**config.mk**
```make
export PLATFORM = sky130hd
export DESIGN_NAME = multicycle_control_flat
export DESIGN_NICKNAME = d
export VERILOG_FILES = /design/src/rtl/mc_pkg.sv /design/src/rtl/multicycle_control_if.sv /design/src/rtl/mc_out_decode.sv /design/src/rtl/multicycle_control.sv /design/src/flat_wrapper.sv
export SDC_FILE = /design/constraint.sdc
export NUM_CORES = 1
export LEC_CHECK = 0
export ABC_AREA = 1
export BUFFER_PORTS_ARGS = -buffer_cell sky130_fd_sc_hd__buf_2
export CAP_MARGIN = 25
export CELL_PAD_IN_SITES_DETAIL_PLACEMENT = 1
export CELL_PAD_IN_SITES_GLOBAL_PLACEMENT = 1
export CORE_UTILIZATION = 33
export DETAILED_ROUTE_END_ITERATION = 12
export PLACE_DENSITY = 0.78
export SKIP_CTS_REPAIR_TIMING = 1
export SYNTH_ARGS = -nofsm -noshare
export SYNTH_HDL_FRONTEND = slang
export SYNTH_SLANG_ARGS = --single-unit
```
**constraint.sdc**
```tcl
create_clock -name clk -period 1.44 [get_ports clk]
set_input_delay 0.288 -clock clk [delete_from_list [all_inputs] [get_ports clk]]
set_output_delay 0.288 -clock clk [all_outputs]
set_load 0.01 [all_outputs]
```
**src/rtl/mc_pkg.sv**
```systemverilog
// mc_pkg: types and constants shared by the multicycle controller and the datapath.
//   state_e    - controller state codes (debug-visible on the state port)
//   OP_*       - supported instruction opcodes
//   aluop_e    - ALU operation select (add / subtract / use funct field)
//   alusrcb_e  - ALU B-operand select
//   pcsource_e - next-PC source select
//   ctrl_t     - bundle of all datapath control signals
//   op_target  - first execution state for an opcode (S_FETCH when unsupported)
package mc_pkg;

  typedef enum logic [3:0] {
    S_FETCH     = 4'd0,
    S_DECODE    = 4'd1,
    S_MEM_ADDR  = 4'd2,
    S_MEM_READ  = 4'd3,
    S_MEM_WB    = 4'd4,
    S_MEM_WRITE = 4'd5,
    S_EXEC      = 4'd6,
    S_R_WB      = 4'd7,
    S_BRANCH    = 4'd8,
    S_JUMP      = 4'd9,
    S_ADDI_EXEC = 4'd10,
    S_ADDI_WB   = 4'd11
  } state_e;

  localparam logic [5:0] OP_R    = 6'b000000;
  localparam logic [5:0] OP_LW   = 6'b100011;
  localparam logic [5:0] OP_SW   = 6'b101011;
  localparam logic [5:0] OP_BEQ  = 6'b000100;
  localparam logic [5:0] OP_J    = 6'b000010;
  localparam logic [5:0] OP_ADDI = 6'b001000;

  typedef enum logic [1:0] {
    ALUOP_ADD   = 2'b00,
    ALUOP_SUB   = 2'b01,
    ALUOP_FUNCT = 2'b10
  } aluop_e;

  typedef enum logic [1:0] {
    SRCB_REG    = 2'b00,
    SRCB_FOUR   = 2'b01,
    SRCB_IMM    = 2'b10,
    SRCB_IMM_SH = 2'b11
  } alusrcb_e;

  typedef enum logic [1:0] {
    PCSRC_ALU    = 2'b00,
    PCSRC_ALUOUT = 2'b01,
    PCSRC_JUMP   = 2'b10
  } pcsource_e;

  typedef struct packed {
    logic      pc_write;
    logic      pc_write_cond;
    logic      i_or_d;
    logic      mem_read;
    logic      mem_write;
    logic      mem_to_reg;
    logic      ir_write;
    logic      reg_dst;
    logic      reg_write;
    logic      alu_src_a;
    alusrcb_e  alu_src_b;
    aluop_e    alu_op;
    pcsource_e pc_source;
  } ctrl_t;

  // Where DECODE goes for a given opcode; S_FETCH marks an unsupported opcode.
  function automatic state_e op_target(input logic [5:0] op);
    case (op)
      OP_R:         return S_EXEC;
      OP_LW, OP_SW: return S_MEM_ADDR;
      OP_BEQ:       return S_BRANCH;
      OP_J:         return S_JUMP;
      OP_ADDI:      return S_ADDI_EXEC;
      default:      return S_FETCH;
    endcase
  endfunction

endpackage

```
**src/rtl/multicycle_control_if.sv**
```systemverilog
// multicycle_control_if: controller <-> datapath signal bundle.
//   op, mem_ready          - datapath to controller (opcode, memory completion)
//   PCWrite .. ALUSrcA     - 1-bit datapath controls
//   ALUSrcB, ALUOp, PCSource - 2-bit selects
//   state, illegal_op, retired - debug/status
// Modports: master = controller side, slave = datapath side.
interface multicycle_control_if #(
  parameter int CNT_W = 32
);
  logic [5:0]       op;
  logic             mem_ready;
  logic             PCWrite;
  logic             PCWriteCond;
  logic             IorD;
  logic             MemRead;
  logic             MemWrite;
  logic             MemtoReg;
  logic             IRWrite;
  logic             RegDst;
  logic             RegWrite;
  logic             ALUSrcA;
  logic [1:0]       ALUSrcB;
  logic [1:0]       ALUOp;
  logic [1:0]       PCSource;
  logic [3:0]       state;
  logic             illegal_op;
  logic [CNT_W-1:0] retired;

  modport master (
    input  op, mem_ready,
    output PCWrite, PCWriteCond, IorD, MemRead, MemWrite, MemtoReg, IRWrite,
           RegDst, RegWrite, ALUSrcA, ALUSrcB, ALUOp, PCSource,
           state, illegal_op, retired
  );

  modport slave (
    output op, mem_ready,
    input  PCWrite, PCWriteCond, IorD, MemRead, MemWrite, MemtoReg, IRWrite,
           RegDst, RegWrite, ALUSrcA, ALUSrcB, ALUOp, PCSource,
           state, illegal_op, retired
  );

endinterface

```
**src/rtl/mc_out_decode.sv**
```systemverilog
// mc_out_decode: Moore output decode for the multicycle controller.
//   i_state     - current controller state
//   i_mem_ready - memory completion; only gates IRWrite/PCWrite in FETCH
//   o_ctrl      - all datapath controls; anything not named for a state is 0
module mc_out_decode
  import mc_pkg::*;
(
  input  state_e i_state,
  input  logic   i_mem_ready,
  output ctrl_t  o_ctrl
);

  always_comb begin
    // NOTE: defaulting the whole bundle first keeps every path assigned, so no latch is inferred.
    o_ctrl = '0;
    case (i_state)
      S_FETCH: begin
        o_ctrl.mem_read  = 1'b1;
        o_ctrl.alu_src_b = SRCB_FOUR;
        // The instruction is only captured, and PC+4 only committed, once memory delivers it.
        o_ctrl.ir_write  = i_mem_ready;
        o_ctrl.pc_write  = i_mem_ready;
      end
      S_DECODE: o_ctrl.alu_src_b = SRCB_IMM_SH;
      S_MEM_ADDR, S_ADDI_EXEC: begin
        o_ctrl.alu_src_a = 1'b1;
        o_ctrl.alu_src_b = SRCB_IMM;
      end
      S_MEM_READ: begin
        o_ctrl.mem_read = 1'b1;
        o_ctrl.i_or_d   = 1'b1;
      end
      S_MEM_WRITE: begin
        o_ctrl.mem_write = 1'b1;
        o_ctrl.i_or_d    = 1'b1;
      end
      S_MEM_WB: begin
        o_ctrl.reg_write  = 1'b1;
        o_ctrl.mem_to_reg = 1'b1;
      end
      S_EXEC: begin
        o_ctrl.alu_src_a = 1'b1;
        o_ctrl.alu_op    = ALUOP_FUNCT;
      end
      S_R_WB: begin
        o_ctrl.reg_write = 1'b1;
        o_ctrl.reg_dst   = 1'b1;
      end
      S_ADDI_WB: o_ctrl.reg_write = 1'b1;
      S_BRANCH: begin
        o_ctrl.alu_src_a     = 1'b1;
        o_ctrl.alu_op        = ALUOP_SUB;
        o_ctrl.pc_write_cond = 1'b1;
        o_ctrl.pc_source     = PCSRC_ALUOUT;
      end
      S_JUMP: begin
        o_ctrl.pc_write  = 1'b1;
        o_ctrl.pc_source = PCSRC_JUMP;
      end
      default: o_ctrl = '0;
    endcase
  end

endmodule

```
**src/rtl/multicycle_control.sv**
```systemverilog
// multicycle_control: multicycle MIPS-subset control FSM.
//   clk   - rising-edge clock
//   reset - asynchronous, active-low
//   bus   - master side of multicycle_control_if (op/mem_ready in; datapath
//           controls, state, sticky illegal_op and retired counter out)
// Supports R-type, lw, sw, beq, j, addi; any other opcode returns to FETCH
// and sets illegal_op, which holds until reset.
module multicycle_control
  import mc_pkg::*;
#(
  parameter int CNT_W = 32
) (
  input  logic                 clk,
  input  logic                 reset,
  multicycle_control_if.master bus
);

  state_e           r_state;
  logic             r_illegal_op;
  logic [CNT_W-1:0] r_retired;
  ctrl_t            w_ctrl;
  logic             w_run;

  // NOTE: sequential state uses non-blocking assignments so every register sees pre-edge values.
  always_ff @(posedge clk or negedge reset) begin
    if (!reset) begin
      r_state      <= S_FETCH;
      r_illegal_op <= 1'b0;
      r_retired    <= '0;
    end else begin
      case (r_state)
        S_FETCH:     if (bus.mem_ready) r_state <= S_DECODE;
        S_DECODE: begin
          r_state <= op_target(bus.op);
          if (op_target(bus.op) == S_FETCH) r_illegal_op <= 1'b1;
        end
        S_MEM_ADDR:  r_state <= (bus.op == OP_SW) ? S_MEM_WRITE : S_MEM_READ;
        S_MEM_READ:  if (bus.mem_ready) r_state <= S_MEM_WB;
        S_MEM_WRITE: begin
          if (bus.mem_ready) begin
            r_state   <= S_FETCH;
            r_retired <= r_retired + CNT_W'(1);
          end
        end
        S_EXEC:      r_state <= S_R_WB;
        S_ADDI_EXEC: r_state <= S_ADDI_WB;
        // Final state of every legal instruction: it retires on the way back to FETCH.
        S_MEM_WB, S_R_WB, S_BRANCH, S_JUMP, S_ADDI_WB: begin
          r_state   <= S_FETCH;
          r_retired <= r_retired + CNT_W'(1);
        end
        default:     r_state <= S_FETCH;
      endcase
    end
  end

  mc_out_decode u_out_decode (
    .i_state     (r_state),
    .i_mem_ready (bus.mem_ready),
    .o_ctrl      (w_ctrl)
  );

  // Reset is combinationally folded into the strobes so that asserting it kills
  // any write in the same cycle, and FETCH's MemRead/IRWrite stay quiet while held.
  assign w_run = reset;

  assign bus.PCWrite     = w_ctrl.pc_write      & w_run;
  assign bus.PCWriteCond = w_ctrl.pc_write_cond & w_run;
  assign bus.MemRead     = w_ctrl.mem_read      & w_run;
  assign bus.MemWrite    = w_ctrl.mem_write     & w_run;
  assign bus.IRWrite     = w_ctrl.ir_write      & w_run;
  assign bus.RegWrite    = w_ctrl.reg_write     & w_run;
  assign bus.IorD        = w_ctrl.i_or_d;
  assign bus.MemtoReg    = w_ctrl.mem_to_reg;
  assign bus.RegDst      = w_ctrl.reg_dst;
  assign bus.ALUSrcA     = w_ctrl.alu_src_a;
  assign bus.ALUSrcB     = w_ctrl.alu_src_b;
  assign bus.ALUOp       = w_ctrl.alu_op;
  assign bus.PCSource    = w_ctrl.pc_source;
  assign bus.state       = r_state;
  assign bus.illegal_op  = r_illegal_op;
  assign bus.retired     = r_retired;

endmodule

```
**src/flat_wrapper.sv**
```systemverilog
// flat-port wrapper written by rule: the top's interface ports become plain ports
module multicycle_control_flat import mc_pkg::*;
#(
  parameter int CNT_W = 32
)
  (clk, reset, bus_op, bus_mem_ready, bus_PCWrite, bus_PCWriteCond, bus_IorD, bus_MemRead, bus_MemWrite, bus_MemtoReg, bus_IRWrite, bus_RegDst, bus_RegWrite, bus_ALUSrcA, bus_ALUSrcB, bus_ALUOp, bus_PCSource, bus_state, bus_illegal_op, bus_retired);
  multicycle_control_if #(.CNT_W(CNT_W)) bus_i ();
  input  logic clk;
  input  logic reset;
  input wire logic [$bits(bus_i.op)-1:0] bus_op;
  input wire logic [$bits(bus_i.mem_ready)-1:0] bus_mem_ready;
  output wire logic [$bits(bus_i.PCWrite)-1:0] bus_PCWrite;
  output wire logic [$bits(bus_i.PCWriteCond)-1:0] bus_PCWriteCond;
  output wire logic [$bits(bus_i.IorD)-1:0] bus_IorD;
  output wire logic [$bits(bus_i.MemRead)-1:0] bus_MemRead;
  output wire logic [$bits(bus_i.MemWrite)-1:0] bus_MemWrite;
  output wire logic [$bits(bus_i.MemtoReg)-1:0] bus_MemtoReg;
  output wire logic [$bits(bus_i.IRWrite)-1:0] bus_IRWrite;
  output wire logic [$bits(bus_i.RegDst)-1:0] bus_RegDst;
  output wire logic [$bits(bus_i.RegWrite)-1:0] bus_RegWrite;
  output wire logic [$bits(bus_i.ALUSrcA)-1:0] bus_ALUSrcA;
  output wire logic [$bits(bus_i.ALUSrcB)-1:0] bus_ALUSrcB;
  output wire logic [$bits(bus_i.ALUOp)-1:0] bus_ALUOp;
  output wire logic [$bits(bus_i.PCSource)-1:0] bus_PCSource;
  output wire logic [$bits(bus_i.state)-1:0] bus_state;
  output wire logic [$bits(bus_i.illegal_op)-1:0] bus_illegal_op;
  output wire logic [$bits(bus_i.retired)-1:0] bus_retired;
  assign bus_i.op = bus_op;
  assign bus_i.mem_ready = bus_mem_ready;
  assign bus_PCWrite = bus_i.PCWrite;
  assign bus_PCWriteCond = bus_i.PCWriteCond;
  assign bus_IorD = bus_i.IorD;
  assign bus_MemRead = bus_i.MemRead;
  assign bus_MemWrite = bus_i.MemWrite;
  assign bus_MemtoReg = bus_i.MemtoReg;
  assign bus_IRWrite = bus_i.IRWrite;
  assign bus_RegDst = bus_i.RegDst;
  assign bus_RegWrite = bus_i.RegWrite;
  assign bus_ALUSrcA = bus_i.ALUSrcA;
  assign bus_ALUSrcB = bus_i.ALUSrcB;
  assign bus_ALUOp = bus_i.ALUOp;
  assign bus_PCSource = bus_i.PCSource;
  assign bus_state = bus_i.state;
  assign bus_illegal_op = bus_i.illegal_op;
  assign bus_retired = bus_i.retired;
  multicycle_control #(.CNT_W(CNT_W)) u_core (.clk(clk), .reset(reset), .bus(bus_i));
endmodule
```
==> results of run 1 <==
## sequential cells by signal (all words and copies together), names as in the netlist
name and flops:
u_core.bus.retired 32, u_core.bus.illegal_op 1, u_core.bus.state 4
## worst paths after layout
path,from,end,slack (ps)
worst min-delay path,reset,u_core.bus.retired[31],120
min in group clk,bus_mem_ready,u_core.bus.state[1],340
worst max-delay path,u_core.bus.state[3],bus_RegWrite,-320
worst max register to register,u_core.bus.state[2],u_core.bus.retired[13],-160
max in group asynchronous,reset,u_core.bus.retired[21],920
worst min register to register,u_core.bus.illegal_op,u_core.bus.illegal_op,500
## per-stage QoR
step                utilization  instances
floorplan                     -        409
global placement          0.450        610
detailed placement        0.450        610
CTS                       0.469        618
global route              0.506        628
finish                    0.506        628
## Yosys cell counts (all sizes together)
library cell    n
clkinv          1
buf             4
o211ai          1
nor2           80
o21ai           5
xor2            8
dfrtp          37
o2111ai         1
nand2         193
nand3          19
ha              1
inv            38
a21oi           3
o22ai           2
o21bai          1
nand4           7
nand3b          2
xnor2           6
## final cells by class
| cell class | count | share of cell area |
|---|---|---|
| multi-input combinational | 329 | 0.430 |
| inverter | 39 | 0.0408 |
| clock buffer | 5 | 0.0186 |
| timing repair buffer | 116 | 0.206 |
| tap | 99 | 0.0334 |
| sequential | 37 | 0.252 |
| clock inverter | 3 | 0.0186 |
## power by group
part / total, uW / internal [uW] / leakage, uW / switching, uW
combinational: 1770 / 704 / 0.00131 / 1070
sequential: 1240 / 1130 / 0.000492 / 109
clock: 1160 / 698 / 0.0000687 / 461
total: 4170 / 2530 / 0.00187 / 1640
## metal layers
layer / up-vias / global-route usage
li1: 1494 / -
met1: 1477 / 0.280
met2: 70 / 0.417
met3: 27 / 0.0457
met4: 0 / 0.108
met5: - / 0
## worst register-to-register path, stage by stage, from the launching register on
cell and delay [ps]:
dfrtp_2 490, inv_4 100, nand2_4 70, nand2_2 100, nand2_2 90, inv_2 80, nand2_4 100, buf_12 170
nor2_4 120, nand2_1 70, nand2_1 60, nand2_1 50
## cell families after synthesis
| logic type | share of synthesized area |
|---|---|
| buffers and inverters | 0.0704 |
| flip-flops | 0.364 |
| AND/OR/NAND/NOR | 0.482 |
| AO/OA/AOI/OAI | 0.0300 |
| adder cells (fa/ha/maj) | 0.00492 |
| XOR/XNOR | 0.0482 |
==> results_dict.tcl, run 1 <==
set metrics [dict create \
    p_per_area_nw_per_um2 1120 \
    hpwlAfterDp_um 7180 \
    finalInstanceArea_um2 3710 \
    slew_headroom 0.653 \
    htreeDepth 2 \
    route.met2.wl_um 4900 \
    synth_top_area_cell "dfrtp_1" \
    drt_iter0_drc 112 \
    setup_ws_ps -321 \
    cts_root_buf "clkbuf_8" \
    clock_skew_ps 14.5 \
    status "finished with violations" \
    yosysWarningCount 0 \
    die-height_um 89.8 \
    ant_nets 0 \
    vias_per_cell 4.89 \
    cts_buffer_depth 2 \
    whs_ps 118 \
    layout_common_cells "nand2_1 (180), buf_2 (60), buf_4 (49)" \
    yosys.area.top_type_share 0.364 \
    wl_per_cell_um 15.6 \
    p_leak_uw 0.00187 \
    drive_above_1_share 0.353 \
    timing.final.crit_share 1.22 \
    path_clk_slew_ps 90 \
    reg2regPathDepth 11 \
    path_delay_family "flip-flops" \
    cp.depth 7 \
    post-route-drc-count 0 \
    gr-total-overflow 0 \
    n_fill_cell 974 \
    grt_setup_unrepaired "true" \
    criticalPathCategory "flop to output port" \
    numCtsBuffers 5 \
    synthCells 409 \
    tns_ps -5700 \
    cts_sinks 37 \
    antenna_found_initial 0 \
    ys_ff_latch 37 \
    setup_viol 43 \
    worstMarginPinSlew_ps 521 \
    die_width_um 89.8 \
    synth.yosys.seq_area_share 0.364 \
    clkLatencyLatePin_ps 320 \
    grt_pass1_wl_um 15400 \
    cts_tree "done" \
    nets 538 \
    syn_to_final_growth_pct 45.9 \
    violations "negative setup slack" \
    layout_commonest_cell "nand2_1" \
    place.gp.congestion 0.832 \
    diodes 0 \
    hold_viol 0 \
    critPathBufInv 3 \
    grt.total_usage 0.238 \
    ff_latch_area_um2 935 \
    ios 62 \
    synth.avg_cell_area_um2 6.22 \
    critPathSlowestCell "dfrtp_2" \
    synth_cell_types 24 \
    end_kind "output port" \
    path_cells "inv_2 > nand2_4 > buf_6 > nor2_4 > a21oi_2 > nor2_1 > buf_2" \
    cp.required_ps 1150 \
    grt_pass1_vias 3267 \
    wl_um 9790 \
    synth.area.top_cells "dfrtp_1 (36%), nand2_1 (28%), nor2_1 (11%)" \
    post-place-ws_ps -122 \
    crit_path_start_kind "flop" \
    dr.pass1.iters 4 \
    portBuffers 61 \
    num_rows 31 \
    syn-num-nets 419 \
    core_area_um2 7330 \
    maxUsedRoutingLayer "met4" \
    vias 3068 \
    vdd_drop_max_mv 0.945 \
    power.total_uw 4170 \
    syn_area_um2 2540 \
    max_freq_mhz 568 \
    cp_max_fo 5 \
    multiInputGateArea_um2 1600 \
    finalCriticalPeriod_ps 1760 \
    hp-class "input pin to async pin" \
    post_dp_cell_area_um2 3300 \
    slew_violations 0 \
    slowest_delay_ps 490 \
    initial_utilization 0.347 \
    route.met3.wl_um 339 \
    grt_start_max_net_pins 38 \
    dieArea_um2 8060 \
    met1_length_um 4250 \
    critical_path_arrival_ps 1470 \
    max_cap_viol_count 0 \
]
(Power assumes the default switching activity.)
==> run 2, diff against run 1 <==
--- a/config.mk
+++ b/config.mk
@@ -10,10 +10,12 @@
 export CAP_MARGIN = 25
 export CELL_PAD_IN_SITES_DETAIL_PLACEMENT = 1
 export CELL_PAD_IN_SITES_GLOBAL_PLACEMENT = 1
-export CORE_UTILIZATION = 33
+export CORE_UTILIZATION = 34
 export DETAILED_ROUTE_END_ITERATION = 12
-export PLACE_DENSITY = 0.78
+export GPL_TIMING_DRIVEN = 0
+export PLACE_DENSITY = 0.79
 export SKIP_CTS_REPAIR_TIMING = 1
 export SYNTH_ARGS = -nofsm -noshare
 export SYNTH_HDL_FRONTEND = slang
+export SYNTH_HIERARCHICAL = 1
 export SYNTH_SLANG_ARGS = --single-unit
==> results_dict.tcl, run 2 <==
set metrics [dict create \
    synth_compound_area_frac 0.0260 \
    synthSimpleGateAreaFrac 0.476 \
    slew_violations 0 \
    setup_viol 51 \
    p_leak_uw 0.00192 \
    whs_ps 383 \
    max_freq_mhz 590 \
    post_dp_cell_area_um2 3170 \
    grt_pass1_vias 2916 \
    synth_top_family_by_area "simple AND/OR/NAND/NOR gates" \
    wl_um 8680 \
    hold_viol 0 \
    syn_to_final_growth_pct 31.1 \
    fin_util 0.462 \
    ant_nets 0 \
    hpwlAfterDp_um 6300 \
    clock_skew_ps 3.81 \
    nets 543 \
    vias 2996 \
    synth.avg_cell_area_um2 6.13 \
    criticalPathCategory "flop to flop" \
    layout_commonest_cell "nand2_1" \
    clkLatencyLatePin_ps 290 \
    synth_most_common_cell "nand2_1" \
    largest_reg_flops 32 \
    path_delay_family "buffers and inverters" \
    wl_per_cell_um 13.6 \
    synth_cell_types 28 \
    endpoint "u_core/bus.retired[13]" \
    die_width_um 91.8 \
    synth_xor_area_frac 0.0475 \
    max_cap_viol_count 0 \
    worstMarginPinSlew_ps 901 \
    cts_buffer_depth 2 \
    slew_headroom 0.397 \
    hp-class "input pin to flop" \
    crit_path_start "u_core/bus.state[2]" \
    cts_root_buf "clkbuf_8" \
    reg2reg_slack_ps -250 \
    p_per_area_nw_per_um2 1160 \
    cp.depth 10 \
    seqPwrFrac 0.338 \
    die-height_um 91.8 \
    syn-num-nets 457 \
    htreeDepth 2 \
    portBuffers 61 \
    cts_sinks 37 \
    vias_per_cell 4.71 \
    syn_area_um2 2740 \
    reg2regPathDepth 10 \
    drive_above_1_share 0.279 \
    finalInstanceArea_um2 3590 \
    end_kind "flop" \
    power_frac_clock 0.174 \
    finalCriticalPeriod_ps 1690 \
    diodes 0 \
    place.gp.congestion 0.862 \
    critPathSlowestCell "dfrtp_2" \
    p_sw_uw 1780 \
    synth.yosys.seq_area_share 0.338 \
    yosysWarningCount 6 \
    setup_ws_ps -254 \
    numCtsBuffers 5 \
    cp_max_fo 6 \
    r2r_start "u_core/bus.state[2]" \
    synth_commonest_cells "nand2_1 (190), nor2_1 (63), inv_1 (61)" \
    core_area_um2 7770 \
    grt_setup_unrepaired "true" \
    grt.total_usage 0.200 \
    ios 62 \
    violations "negative setup slack" \
    combPwrFrac 0.488 \
    synth.area.mux_share 0 \
    synth_top_area_cell "dfrtp_1" \
    synthArstFlopShare 1.00 \
    ys_ff_latch 37 \
    reg2reg_to "u_core/bus.retired[13]" \
    status "finished with violations" \
    synth_edf_count 0 \
    dieArea_um2 8420 \
    ys.flop_type "dfrtp_1" \
    p_sw_frac 0.429 \
    drt_iter0_drc 85 \
    critPathBufInv 4 \
    synthAdderAreaFrac 0.00457 \
    vdd_drop_max_mv 0.374 \
    grt_pass1_wl_um 13500 \
    layout_common_cells "nand2_1 (181), buf_2 (58), nor2_1 (55)" \
    dr.pass1.iters 4 \
    initial_utilization 0.353 \
    num_rows 32 \
    critical_path_arrival_ps 1870 \
    synthCells 447 \
    grt_start_max_net_pins 44 \
    yosys.area.top_type_share 0.338 \
    cts_tree "done" \
    p_int_uw 2370 \
    slowest_delay_ps 460 \
    gr-total-overflow 0 \
    cp.required_ps 1620 \
    antenna_found_initial 0 \
    synth.area.top_cells "dfrtp_1 (34%), nand2_1 (26%), nor2_1 (8.6%)" \
    timing.final.crit_share 1.18 \
    path_cells "buf_4 > inv_2 > nand2_1 > nand2_2 > nand2_2 > nor2_4 > buf_6 > buf_4 > nand3_1 > xnor2_1" \
    crit_path_start_kind "flop" \
    post-route-drc-count 0 \
    path_clk_slew_ps 70 \
]
-- run 2: cell types whose count changed in the layout (fill, tap and decap cells not counted), sizes merged, moves of 3 or more --
cell   before  now
buf       116   83
inv        40   64
nand3      19   30
nand2     193  199
nor2       80   74
o21ai       5    9
xnor2       6    9
xor2        8    5
-- run 2: final cells by class --
type                            count  area [um^2]
Fill cell                        1082         4180
Inverter                           64          240
Clock buffer                        6         72.6
Buffer                              6         68.8
Tap cell                          102          128
Sequential cell                    37          932
Timing Repair Buffer               79          513
Clock inverter                      2         10.0
Multi-Input combinational cell    340         1630
-- run 2: worst min path at each step --
stage                               start                     to  slack [ps]  cells past startpoint
detailed placement  u_core/bus.illegal_op  u_core/bus.illegal_op         480                      1
finish                      bus_mem_ready    u_core/bus.state[0]         380                      4
global route                bus_mem_ready    u_core/bus.state[0]         400                      4
global placement    u_core/bus.illegal_op  u_core/bus.illegal_op         480                      1
floorplan                           reset  u_core/bus.illegal_op          -8                      0
CTS                                 reset  u_core/bus.retired[4]         170                      1
-- run 2: stage by stage --
step / TNS (ps) / setup WS, ps / power, uW / instances
global route: -14740 / -347 / 4430 / 636
detailed placement: -5610 / -287 / 2870 / 610
floorplan: 0 / 13.0 / 2340 / 447
finish: -7430 / -254 / 4150 / 636
global placement: -4250 / -245 / 2820 / 610
CTS: -8770 / -526 / 3610 / 618
-- run 2: cells by family (layout without fill, tap and decap cells) --
| logic type | count (synthesis) | in the layout |
|---|---|---|
| AOI/OAI and AO/OA | 13 | 13 |
| xor gates and xnor gates | 14 | 14 |
| and+or+nand+nor | 312 | 312 |
| adders and majority gates | 1 | 1 |
| DFF | 37 | 37 |
| buffers and inverters | 70 | 157 |
-- run 2: per-layer routing --
layer  vias up  routed length, um  part of all wire  global-route usage
met3         7                191             0.022              0.0257
met5         -                  0                 0                   0
met4         0                 74            0.0085              0.0469
met1      1428               4100              0.47               0.264
met2        44               4310              0.50               0.346
li1       1517                  -                 -                   -
-- run 2: power groups by stage --
stage          logic (uW)  clock network (uW)  registers, uW
5_1_grt              2220                 777           1430
6_report             2030                 723           1400
3_5_place_dp         1470                   0           1400
2_1_floorplan         941                   0           1400
3_3_place_gp         1420                   0           1390
4_1_cts              1480                 748           1380
-- run 2: worst reg2reg max path: cells and delay by family (launching register included) --
kind / cells / cell delay (ps)
xor gates and xnor gates: 1 / 160
buffers and inverters: 4 / 530
DFF: 1 / 460
and+or+nand+nor: 5 / 440
==> run 3, diff against run 2 <==
--- a/config.mk
+++ b/config.mk
@@ -7,7 +7,7 @@
 export LEC_CHECK = 0
 export ABC_AREA = 1
 export BUFFER_PORTS_ARGS = -buffer_cell sky130_fd_sc_hd__buf_2
-export CAP_MARGIN = 25
+export CAP_MARGIN = 20
 export CELL_PAD_IN_SITES_DETAIL_PLACEMENT = 1
 export CELL_PAD_IN_SITES_GLOBAL_PLACEMENT = 1
 export CORE_UTILIZATION = 34
==> constraint.sdc (replaced) <==
create_clock -name clk -period 1.44 [get_ports clk]
set_input_delay 0.216 -clock clk [delete_from_list [all_inputs] [get_ports clk]]
set_output_delay 0.216 -clock clk [all_outputs]
set_load 0.01 [all_outputs]
==> results_dict.tcl, run 3 (synthesis results as in run 2) <==
set metrics [dict create \
    status "finished with violations" \
    violations "negative hold slack, negative setup slack" \
    post-place-ws_ps -218 \
    vias 3180 \
    hpwlAfterDp_um 6300 \
    post-route-drc-count 0 \
    diodes 0 \
    route.met2.wl_um 5300 \
    critPathSlowestCell "dfrtp_2" \
    reg2reg_slack_ps -240 \
    gr-total-overflow 0 \
    layout_common_cells "nand2_1 (154), buf_2 (56), inv_1 (50)" \
    vdd_drop_max_mv 0.441 \
    cts_buffer_depth 2 \
    criticalPathCategory "flop to flop" \
    antenna_found_initial 0 \
    wl_per_cell_um 16.1 \
    hold_viol 37 \
    initial_utilization 0.353 \
    portBuffers 61 \
    grt_pass1_wl_um 13500 \
    cp.required_ps 1670 \
    syn_to_final_growth_pct 45.8 \
    ant_nets 0 \
    path_clk_slew_ps 80 \
    num_rows 32 \
    place.gp.congestion 0.862 \
    end_kind "flop" \
    r2r_start "u_core/bus.state[2]" \
    ios 62 \
    slew_violations 0 \
    grt.total_usage 0.200 \
    vias_per_cell 4.93 \
    grt_start_max_net_pins 44 \
    fin_util 0.514 \
    setup_ws_ps -238 \
    nets 552 \
    layout_commonest_cell "nand2_1" \
    p_leak_uw 0.00211 \
    slew_headroom 0.599 \
    reg2reg_to "u_core/bus.retired[6]" \
    reg2regPathDepth 11 \
    core_area_um2 7770 \
    drt_iter0_drc 152 \
    die_width_um 91.8 \
    clkLatencyLatePin_ps 300 \
    cp_max_fo 6 \
    hp-class "input pin to async pin" \
    timing.final.crit_share 1.17 \
    clock_skew_ps 5.21 \
    die-height_um 91.8 \
    route.met3.wl_um 383 \
    crit_path_start_kind "flop" \
    htreeDepth 2 \
    cts_tree "done" \
    worstMarginPinSlew_ps 602 \
    max_freq_mhz 596 \
    path_cells "buf_6 > inv_6 > nand2_4 > nand2_4 > nand2_4 > nor2_4 > buf_8 > buf_12 > buf_8 > nand2_2 > nand2_1" \
    max_cap_viol_count 0 \
    setup_viol 49 \
    met1_length_um 4550 \
    grt_pass1_vias 2916 \
    cts_sinks 37 \
    drive_above_1_share 0.405 \
    dr.pass1.iters 4 \
    maxUsedRoutingLayer "met4" \
    wl_um 10400 \
    dieArea_um2 8420 \
    largest_reg_flops 32 \
    whs_ps -53.0 \
    numCtsBuffers 5 \
    slowest_delay_ps 470 \
    finalCriticalPeriod_ps 1680 \
    p_per_area_nw_per_um2 1210 \
    cp_common_cell "nand2_4" \
    cts_root_buf "clkbuf_8" \
    critical_path_arrival_ps 1910 \
    tns_ps -7540 \
    grt_setup_unrepaired "true" \
]
-- run 3: changes by cell type in the layout (fill, tap and decap cells not counted), moves of 4 or more --
cell and delta:
nor2_4 +7, inv_1 -4, dfrtp_2 +13, nand2_4 +13, dfrtp_1 -13, buf_4 +4
nand2_2 +13, nand3_1 -5, nand2_1 -27, buf_6 +6, nor2_1 -8
-- run 3: power by group --
group | switching [uW] | internal [uW]
sequential | 255 | 1170
combinational | 1520 | 1160
clock | 401 | 336
total | 2170 | 2670
-- run 3: per-layer routing --
layer / global-route usage / vias to the layer above
met1: 0.264 / 1545
met2: 0.346 / 74
met4: 0.0469 / 0
met3: 0.0257 / 15
met5: 0 / -
li1: - / 1546
-- run 3: metrics by stage --
step           instance area (um^2)  total power (uW)  std cells
3_3_place_gp                   3170              2820        610
6_report                       3990              4840        645
2_1_floorplan                  2740              2340        447
5_1_grt                        3990              5110        645
4_1_cts                        3260              3610        618
3_5_place_dp                   3170              2870        610
-- run 3: worst max path at each step --
stage / startpoint / endpoint / cells after the start
floorplan: u_core/bus.retired[0] / u_core/bus.retired[20] / 8
global placement: u_core/bus.state[1] / u_core/bus.retired[30] / 8
detailed placement: u_core/bus.state[1] / u_core/bus.retired[21] / 9
CTS: u_core/bus.state[1] / bus_PCWriteCond / 7
global route: u_core/bus.state[2] / u_core/bus.retired[6] / 11
finish: u_core/bus.state[2] / u_core/bus.retired[6] / 11
-- run 3: worst max-delay path: cells and delay by family, from the launching register on --
family        cells  cell delay [ps]
buf+inv           5              680
flops             1              470
simple gates      6              440
-- run 3: layout make-up --
class / count / area (um^2)
flip-flops and latches: 37 / 948
fillers: 1042 / 3770
clock inverters: 2 / 10.0
well taps: 102 / 128
inverters: 64 / 250
repair buffers: 88 / 599
plain buffers: 6 / 80.1
multi-input cells: 340 / 1900
clock buffers: 6 / 72.6
